**src/rtl/ws2812_frame_ctrl.sv**
```systemverilog
`timescale 1ns / 1ps
// ws2812_frame_ctrl
// ----------------------------------------------------------------------------
// Frame sequencer for a WS2812B chain. On a frame request it walks the pixel
// buffer from address 0 to NUM_LEDS-1. For each LED it reads the registered
// pixel RAM, presents the colour to the bit serializer with a one-cycle start
// pulse, and waits for that LED's completion. After the last LED it holds the
// line idle for the latch gap, then pulses frame_done. A request arriving while
// a frame is in flight is remembered (one deep) and started right after.
//
// Ports
//   clk          system clock (25 MHz)
//   rst          synchronous, active-high reset
//   frame_req    request one frame; sampled every cycle
//   busy         high from frame acceptance through the end of the latch gap
//   frame_done   one-cycle pulse at the end of the latch gap
//   error        sticky serializer-timeout flag; cleared on the next accepted frame
//   pix_rd       pixel RAM read strobe
//   pix_addr     pixel index
//   pix_data     {green, red, blue}; valid the cycle after pix_rd
//   send_start   one-cycle start pulse to the serializer
//   red/green/blue  colour to the serializer; held from send_start to send_done
//   send_done    one-cycle pulse from the serializer after 24 bits
// ----------------------------------------------------------------------------
module ws2812_frame_ctrl #(
  parameter int NUM_LEDS       = 8,
  parameter int ADDR_W         = 3,
  parameter int LATCH_CYCLES   = 1500,
  parameter int TIMEOUT_CYCLES = 4096
) (
  input  logic              clk,
  input  logic              rst,
  input  logic              frame_req,
  output logic              busy,
  output logic              frame_done,
  output logic              error,
  output logic              pix_rd,
  output logic [ADDR_W-1:0] pix_addr,
  input  logic [23:0]       pix_data,
  output logic              send_start,
  output logic [7:0]        red,
  output logic [7:0]        green,
  output logic [7:0]        blue,
  input  logic              send_done
);

  localparam int LAT_W = (LATCH_CYCLES > 1) ? $clog2(LATCH_CYCLES) : 1;
  localparam int TO_W  = (TIMEOUT_CYCLES > 1) ? $clog2(TIMEOUT_CYCLES) : 1;

  localparam logic [ADDR_W-1:0] LAST_ADDR = ADDR_W'(NUM_LEDS - 1);
  localparam logic [LAT_W-1:0]  LAT_LAST  = LAT_W'(LATCH_CYCLES - 1);
  localparam logic [TO_W-1:0]   TO_LAST   = TO_W'(TIMEOUT_CYCLES - 1);

  typedef enum logic [2:0] {
    IDLE,
    FETCH,
    WAIT_DATA,
    SENDING,
    LATCH
  } state_t;

  state_t           state;
  logic             pending;
  logic [LAT_W-1:0] lat_cnt;
  logic [TO_W-1:0]  to_cnt;

  // NOTE: every register here is updated with non-blocking assignments so all
  // state moves together on the edge and reads in this block see old values.
  always_ff @(posedge clk) begin
    if (rst) begin
      state      <= IDLE;
      pending    <= 1'b0;
      lat_cnt    <= '0;
      to_cnt     <= '0;
      busy       <= 1'b0;
      frame_done <= 1'b0;
      error      <= 1'b0;
      pix_rd     <= 1'b0;
      pix_addr   <= '0;
      send_start <= 1'b0;
      red        <= '0;
      green      <= '0;
      blue       <= '0;
    end else begin
      // Single-cycle strobes default low and are raised only by the state
      // that owns them.
      frame_done <= 1'b0;
      send_start <= 1'b0;

      // Requests during a frame collapse into one remembered request.
      if (frame_req && busy) pending <= 1'b1;

      case (state)
        IDLE: begin
          if (frame_req || pending) begin
            state    <= FETCH;
            pix_addr <= '0;
            pix_rd   <= 1'b1;
            busy     <= 1'b1;
            error    <= 1'b0;
            pending  <= 1'b0;
          end
        end

        // The RAM samples pix_rd/pix_addr on this edge; data arrives next cycle.
        FETCH: begin
          pix_rd <= 1'b0;
          state  <= WAIT_DATA;
        end

        WAIT_DATA: begin
          green      <= pix_data[23:16];
          red        <= pix_data[15:8];
          blue       <= pix_data[7:0];
          send_start <= 1'b1;
          to_cnt     <= '0;
          state      <= SENDING;
        end

        SENDING: begin
          if (send_done) begin
            if (pix_addr == LAST_ADDR) begin
              lat_cnt <= '0;
              state   <= LATCH;
            end else begin
              pix_addr <= pix_addr + 1'b1;
              pix_rd   <= 1'b1;
              state    <= FETCH;
            end
          end else if (to_cnt == TO_LAST) begin
            // Serializer stalled: abandon the remaining LEDs but still honour
            // the latch gap so the chain sees a clean frame boundary.
            error   <= 1'b1;
            lat_cnt <= '0;
            state   <= LATCH;
          end else begin
            to_cnt <= to_cnt + 1'b1;
          end
        end

        LATCH: begin
          if (lat_cnt == LAT_LAST) begin
            frame_done <= 1'b1;
            busy       <= 1'b0;
            state      <= IDLE;
          end else begin
            lat_cnt <= lat_cnt + 1'b1;
          end
        end

        default: state <= IDLE;
      endcase
    end
  end

endmodule

```
**config.mk**
```make
export PLATFORM = sky130hd
export DESIGN_NAME = ws2812_frame_ctrl
export DESIGN_NICKNAME = d
export VERILOG_FILES = /design/src/rtl/ws2812_frame_ctrl.sv
export SDC_FILE = /design/constraint.sdc
export NUM_CORES = 1
export LEC_CHECK = 0
export BUFFER_PORTS_ARGS = -buffer_cell sky130_fd_sc_hd__buf_2
export CELL_PAD_IN_SITES_DETAIL_PLACEMENT = 2
export CELL_PAD_IN_SITES_GLOBAL_PLACEMENT = 2
export CORE_UTILIZATION = 31
export DETAILED_ROUTE_END_ITERATION = 12
export PLACE_DENSITY = 0.77
export SLEW_MARGIN = 20
export SYNTH_ARGS = -nofsm -noshare
export SYNTH_HDL_FRONTEND = slang
export SYNTH_SLANG_ARGS = --single-unit
```
**constraint.sdc**
```tcl
create_clock -name clk -period 2.6 [get_ports clk]
set_input_delay 0.39 -clock clk [delete_from_list [all_inputs] [get_ports clk]]
set_output_delay 0.39 -clock clk [all_outputs]
set_load 0.1 [all_outputs]
```
==> results of run 1 <==
path summary, 6_finish.rpt:
path / startpoint / to / slack [ns] / cells past startpoint
hold reg to reg: red[6] / red[6] / 0.46 / 2
setup / recovery: to_cnt[0] / lat_cnt[1] / 0.40 / 5
setup reg to reg: to_cnt[0] / lat_cnt[1] / 0.40 / 5
hold / removal: pix_data[8] / red[0] / 0.29 / 3
worst register-to-register path, cell delays in order (launching register included):
cell	delay, ns
dfxtp_1	0.39
ha_1	0.27
nand3_4	0.16
or4_4	0.67
a2bb2oi_4	0.40
mux2i_1	0.24
logic make-up (layout without fill, tap and decap cells):
group,count (synthesis),after routing,share of synthesized area
AOI/OAI and AO/OA,79,79,0.197
xor gates and xnor gates,7,7,0.0231
adders and majority gates,4,4,0.0189
buffers and inverters,27,86,0.0449
DFF,59,59,0.446
muxes,3,3,0.0113
and+or+nand+nor,140,140,0.259
stage by stage:
stage | setup slack, ns | utilization | cells | cell area (µm²) | hold slack, ns
final | 0.403 | 0.389 | 483 | 3210 | 0.290
after global routing | 0.287 | 0.389 | 483 | 3210 | 0.286
after CTS | 0.394 | 0.389 | 483 | 3210 | 0.272
after detailed placement | 0.405 | 0.365 | 468 | 3010 | 0.448
after global placement | 0.542 | 0.365 | 468 | 3010 | 0.439
after floorplan | 0.419 | - | 319 | 2650 | 0.449
sequential cells by signal (all words and copies together), names as in the netlist:
signal	flops
blue	8
busy	1
error	1
frame_done	1
green	8
lat_cnt	11
pending	1
pix_addr	3
pix_rd	1
red	8
send_start	1
state	3
to_cnt	12
cell type report:
class,instances,area share
flip-flops and latches,59,0.367
multi-input cells,233,0.420
repair buffers,62,0.0989
inverters,9,0.0105
clock buffers,11,0.0471
clock inverters,4,0.0156
well taps,105,0.0409
placed cells by master, fill, tap and decap left out, types with 2 or more instances in the layout:
master | netlist | layout
buf_2 | 1 | 59
o211ai_1 | 3 | 3
a31oi_1 | 7 | 7
o21ai_0 | 11 | 11
xnor2_1 | 6 | 6
mux2i_1 | 3 | 3
clkinvlp_4 | 0 | 2
o32ai_1 | 6 | 6
a21o_1 | 2 | 2
a211o_1 | 2 | 2
or3_1 | 4 | 4
ha_1 | 4 | 4
clkbuf_8 | 0 | 11
nand2_1 | 66 | 66
a311oi_1 | 4 | 4
nor2_1 | 21 | 21
nor2b_1 | 2 | 2
nand3_1 | 10 | 10
nand4_1 | 4 | 4
buf_4 | 0 | 3
inv_1 | 9 | 9
nor3_1 | 10 | 10
a211oi_1 | 2 | 2
or2_2 | 2 | 2
and2_1 | 2 | 2
a21oi_1 | 31 | 31
a22oi_1 | 3 | 3
nand2b_1 | 4 | 4
or4_1 | 3 | 3
dfxtp_1 | 59 | 59
per-layer routing:
metal	share of wire	up-vias	global-route usage	wire (µm)
met5	0	-	0	0
met4	0.015	0	0.0731	118
met3	0.024	9	0.0346	195
met2	0.52	28	0.335	4200
met1	0.45	1256	0.240	3620
li1	-	1244	-	-
power groups by stage:
stage / Sequential (mW) / Combinational [mW] / Clock [mW]
after global routing: 0.979 / 0.475 / 0.927
final: 0.973 / 0.446 / 0.858
after detailed placement: 0.993 / 0.450 / 0
after CTS: 0.974 / 0.453 / 0.885
after global placement: 0.988 / 0.442 / 0
after floorplan: 1.21 / 0.139 / 0
synth_stat cells, types with 2 or more instances:
cell      instances
o32ai_1           6
a211o_1           2
nand2_1          66
nor2_1           21
buf_6             2
dfxtp_1          59
or4_1             3
and2_1            2
nor3_1           10
inv_1             9
nand2b_1          4
a31oi_1           7
or2_2             2
nand3_1          10
mux2i_1           3
nand4_1           4
a21oi_1          31
a211oi_1          2
or3_1             4
a311oi_1          4
a21o_1            2
o211ai_1          3
xnor2_1           6
clkbuf_1         14
ha_1              4
a22oi_1           3
o21ai_0          11
nor2b_1           2
==> metrics.md, run 1 <==
| Metric | Value |
|---|---|
| Residual DRC | `0` |
| Core box area | `roughly 8300 µm²` |
| Clk_lat worst skew | `0.34 ns` |
| Sequential share of the synthesized area | `0.446` |
| Synth area leader | `dfxtp_1` |
| DRT Pass-1 Iters | `4` |
| CTS max path bufs | `2` |
| Die ar. | `8920 µm²` |
| Critical Path End Type | `flop` |
| Vias per cell | `5.25` |
| Worst path cell trace | `ha_1 > nand3_4 > or4_4 > a2bb2oi_4 > mux2i_1` |
| Critical Path Max Stage Delay | `0.67 ns` |
| Gate power share | `0.196` |
| WL final | `8130 µm` |
| Postcts setup bufs | `0` |
| Syn Inst Count | `319` |
| Syn Nets | `approximately 350` |
| Detail Route Antenna Nets | `0` |
| Register Area | `approximately 1200 µm²` |
| Async set or reset register ratio after synthesis | `0` |
| CTS Hold Buffers Added | `0` |
| Leakage power | `between 1 and 1.5 nW` |
| Critical path buffer and inverter count | `0` |
| Port buffer count | `59` |
| Clock Skew | `0.00959 ns` |
| CP Max Fanout | `12` |
| Tot GR Track Use | `0.194` |
| Worst min path class | `input port to flop` |
| Height of the die | `94.4 µm` |
| Total chip power | `2.28 mW` |
| Clock Sinks | `59` |
| CP arrival | `about 2.5 ns` |
| CTS root buffer | `clkbuf_8` |
| Outcome | `complete, no violations` |
| Fin crit period | `2.20 ns` |
| Max-Cap Viols | `0` |
| Cell Int Power | `1.51 mW` |
| Synth Flop Type | `dfxtp_1` |
| Number of diodes | `0` |
| Unrepaired setup endpoints after global routing | `false` |
| Via Count | `2537` |
| Number of synthesized flops with an enable pin | `0` |
| Switching Share | `0.335` |
| Syn. warnings | `0` |
| GPL Wtd Cong | `0.764` |
| CP required | `between 2 and 3 ns` |
| Number of hold violations in the final report | `0` |
| Iter 0 DRT Violations | `44` |
| Fin. max-slew vios | `0` |
| Overflow after GRT | `0` |
| Setup Viol. Count Final | `0` |
| # nets final | `406` |
| Fraction of layout cells with a size suffix above 1 | `0.225` |
| Pwr per Cell Area | `708 nW/µm²` |
| Synth area leaders | `dfxtp_1, nand2_1, a21oi_1` |
| Peak supply drop | `0.000474 V` |
| Row count | `33` |
| # IOs | `60` |
| Clk pin slew, worst setup/hold paths | `0.07 ns` |
| DP Wirelength | `5770 µm` |
| Area of the multi-input gates | `1350 µm²` |
| Crit-path slowest cell | `or4_4` |
| Initial Utilization | `0.321` |
| Fillers | `a little under 1000` |
| CTS tree | `yes` |
| Crit share post-route | `0.845` |
| Htree depth | `3` |
| Die X | `94.4 µm` |
| Total negative slack | `0 ns` |
| Mapped cell area | `2650 µm²` |
| Yosys cell types | `51` |
| Sequential share of power | `0.427` |
| Mean post-synth cell area | `8.30 µm²` |
| Syn-to-layout area delta | `21.4%` |
| Initial antenna violation count | `0` |
| First-pass GRT wire length | `13200 µm` |
| Worst-Margin Slew | `0.609 ns` |
| Clock Power Share | `0.377` |
| Switching power | `761 µW` |
| Slew headroom | `0.591` |
| Synth top area share | `0.446` |
| Num CTS Buffers | `9` |
| Critical Path Source Type | `flop` |
| Number of gates resized after CTS | `0` |
| Largest net degree at the start of global routing | `41` |
| Crit Path Class | `flop to flop` |
| Wire per inst | `~17 µm` |
| Top delay family on crit path | `simple AND/OR/NAND/NOR gates` |
| Synth Register Bits | `59` |
| Vias in the first global route | `2596` |
| Fmax | `around 460 MHz` |
Note: power is estimated with default switching activity, not from simulation.
==> run 2: changes to the inputs <==
ABC_AREA = 1   (was unset)
CORE_UTILIZATION = 27   (was 31)
PLACE_DENSITY = 0.74   (was 0.77)
clock period = 1.96 ns   (was 2.6 ns; I/O delays follow)
==> run 2 against run 1 <==
Against the previous run:
- total power grew 56%
- critical path depth grew 3
- routed wire length grew 7.9%
- design area grew 11%
- cell count grew 30%
- count of clock-buffer cells in the layout grew 1
- worst setup slack lost 0.18 ns
- clock skew shrank 0.0058 ns
- synthesized cell count grew 33%
- die area grew 27%
- first-iteration DRC count grew 66%
- register-to-register slack lost 0.18 ns
- critical path type unchanged
==> metrics.md, run 2 <==
| Metric | Value |
|---|---|
| CTS root buffer | `clkbuf_8` |
| Worst-Margin Slew | `0.602 ns (-0.00724 ns)` |
| CTS Hold Buffers Added | `0 (unchanged)` |
| Commonest cells in the netlist | `nand2_1, inv_1, dfxtp_1` |
| Worst r2r src | `to_cnt[0]` |
| Top register by number of flip-flops | `to_cnt` |
| Synth Register Bits | `59 (unchanged)` |
| Iter 0 DRT Violations | `73 (+66%)` |
| Vias per cell | `4.72 (-10%)` |
| First-pass GRT wire length | `15100 µm (+15%)` |
| Fraction of layout cells with a size suffix above 1 | `0.223 (-0.00174)` |
| Residual DRC | `0 (unchanged)` |
| Initial Utilization | `0.282 (-0.0387)` |
| Crit Path Class | `flop to flop` |
| Height of the die | `106 µm (+13%)` |
| Fmax | `575 MHz (+26%)` |
| Peak supply drop | `0.000433 V (-8.7%)` |
| GPL Wtd Cong | `0.769 (+0.69%)` |
| Synth area leader | `dfxtp_1` |
| Largest register FFs | `12 (unchanged)` |
| Fin crit period | `1.74 ns (-0.457 ns)` |
| Sequential share of the synthesized area | `0.402 (-0.0439)` |
| Htree depth | `3 (unchanged)` |
| Largest net degree at the start of global routing | `51 (+24%)` |
| Number of hold violations in the final report | `0 (unchanged)` |
| Synth area leaders | `dfxtp_1, nand2_1, inv_1` |
| Final worst slack | `0.220 ns (-0.183 ns)` |
| Total negative slack | `0 ns (unchanged)` |
| Syn Nets | `457 (+30%)` |
| Number of diodes | `0 (unchanged)` |
| Fin. max-slew vios | `0 (unchanged)` |
| Overflow after GRT | `0 (unchanged)` |
| Clk_lat worst skew | `0.35 ns (about the same)` |
| WL final | `8770 µm (+7.9%)` |
| Worst r2r dst | `to_cnt[0]` |
| Hold Startpoint | `pix_data[15]` |
| Tot GR Track Use | `0.171 (-0.0236)` |
| CP Max Fanout | `13 (+1)` |
| DRT Pass-1 Iters | `4 (unchanged)` |
| Crit share post-route | `0.888 (+0.0426)` |
| DP Wirelength | `6490 µm (+13%)` |
| Largest regs | `to_cnt: 12 flops, lat_cnt: 11 flops` |
| Num CTS Buffers | `9 (unchanged)` |
| Wire per inst | `13.9 µm (-17%)` |
| Critical Path End Type | `flop` |
| Clock Skew | `0.00383 ns (-0.00576 ns)` |
| CP required | `2.19 ns (-0.68 ns)` |
| Mean post-synth cell area | `6.91 µm² (-17%)` |
| CTS tree | `yes` |
| Syn Inst Count | `425 (+33%)` |
| Slew headroom | `0.594 (+0.00371)` |
| Row count | `37 (+12%)` |
| Die X | `106 µm (+13%)` |
| # IOs | `60 (unchanged)` |
| Initial antenna violation count | `0 (unchanged)` |
| # nets final | `520 (+28%)` |
| Vias in the first global route | `3294 (+27%)` |
| Worst Setup SP | `to_cnt[0]` |
| Yosys cell types | `30 (-41%)` |
| Hold depth | `3 (unchanged)` |
| Clk pin slew, worst setup/hold paths | `0.07 ns (about the same)` |
| R2R depth | `8 (+3)` |
| Core box area | `10400 µm² (+26%)` |
| Count leader, synth | `nand2_1` |
| Leakage power | `1.53 nW (+29%)` |
| Synth Flop Type | `dfxtp_1` |
| Port buffer count | `59 (unchanged)` |
| Unrepaired setup endpoints after global routing | `false` |
| Critical Path Source Type | `flop` |
| Async set or reset register ratio after synthesis | `0 (unchanged)` |
| Most common cell after layout, fill and taps aside | `nand2_1` |
| Setup Viol. Count Final | `0 (unchanged)` |
| Outcome | `complete, no violations` |
| Reg2reg setup slack | `0.22 ns (-0.18 ns)` |
| Detail Route Antenna Nets | `0 (unchanged)` |
| Max-Cap Viols | `0 (unchanged)` |
| Synth top area share | `0.402 (-0.0439)` |
| Mapped cell area | `2940 µm² (+11%)` |
| CTS max path bufs | `2 (unchanged)` |
| Syn. warnings | `0 (unchanged)` |
| Commonest non-fill, non-tap cells in the layout | `nand2_1, inv_1, buf_2` |
| Number of gates resized after CTS | `0 (unchanged)` |
| Placed cell count | `613 (+31%)` |
| Via Count | `2969 (+17%)` |
| Total chip power | `3.55 mW (+56%)` |
| Worst min path class | `input port to flop` |
| Non-filler cells, final | `629 (+30%)` |
| Clock Sinks | `59 (unchanged)` |
| CP arrival | `1.97 ns (-0.49 ns)` |
| Postcts setup bufs | `0 (unchanged)` |
| Hold Path End | `red[7]` |
| Number of synthesized flops with an enable pin | `0 (unchanged)` |
| Pre-CTS setup slack | `0.225 ns (-0.181 ns)` |
| Syn-to-layout area delta | `21.1%` |
| Die ar. | `11300 µm² (+27%)` |
| Pwr per Cell Area | `997 nW/µm² (+41%)` |
## run 2: cell count changes after synthesis, sizes merged, moves of 22 or more
cell   change
nor2      +32
nand2     +29
o21ai     +22
nand3     +31
inv       +58
## run 2: routing by layer
metal  vias up  global-route usage  routed length, µm
met5         -                   0                  0
met4         0              0.0714                170
met3        13              0.0521                513
met2        64               0.300               4270
met1      1427               0.190               3820
li1       1465                   -                  -
## run 2: cell families (layout without fill, tap and decap cells)
logic type | count (synthesis) | in the layout | share of synthesized area
xor gates and xnor gates | 1 | 1 | 0.00298
and+or+nand+nor | 202 | 202 | 0.324
adders and majority gates | 4 | 4 | 0.0170
AOI/OAI and AO/OA | 77 | 77 | 0.138
buffers and inverters | 82 | 150 | 0.115
DFF | 59 | 59 | 0.402
## run 2: through the flow
stage / util / hold slack [ns] / cell area, µm²
3_5_place_dp: 0.324 / 0.438 / 3380
2_1_floorplan: - / 0.447 / 2940
6_report: 0.342 / 0.222 / 3560
3_3_place_gp: 0.324 / 0.425 / 3380
5_1_grt: 0.342 / 0.251 / 3560
4_1_cts: 0.342 / 0.211 / 3560
## run 2: layout make-up
| cell class | count | area, µm² |
|---|---|---|
| clock buffer | 12 | 155 |
| clock inverter | 4 | 25.0 |
| fill | 1303 | 6860 |
| inverter | 67 | 251 |
| multi-input combinational | 284 | 1420 |
| sequential | 59 | 1180 |
| tap | 136 | 170 |
| timing repair buffer | 67 | 355 |
## run 2: critical path, stage by stage (launching register included)
cell	delay [ns]
dfxtp_1	0.39
ha_1	0.31
nand3_4	0.12
nor2_4	0.15
nand3_4	0.11
nand2_4	0.18
inv_1	0.08
o21ai_0	0.22
a21oi_1	0.07
## run 2: power by group
| part | internal (mW) | switching (mW) |
|---|---|---|
| Sequential | 1.31 | 0.0740 |
| Combinational | 0.207 | 0.913 |
| Clock | 0.523 | 0.515 |
## run 2: how the worst max path moves through the flow
stage / to / slack, ns / cells after the start
floorplan: lat_cnt[8] / 0.11 / 7
global placement: lat_cnt[8] / 0.30 / 8
detailed placement: lat_cnt[0] / 0.22 / 8
CTS: to_cnt[0] / 0.20 / 8
global route: to_cnt[0] / 0.09 / 8
finish: to_cnt[0] / 0.22 / 8
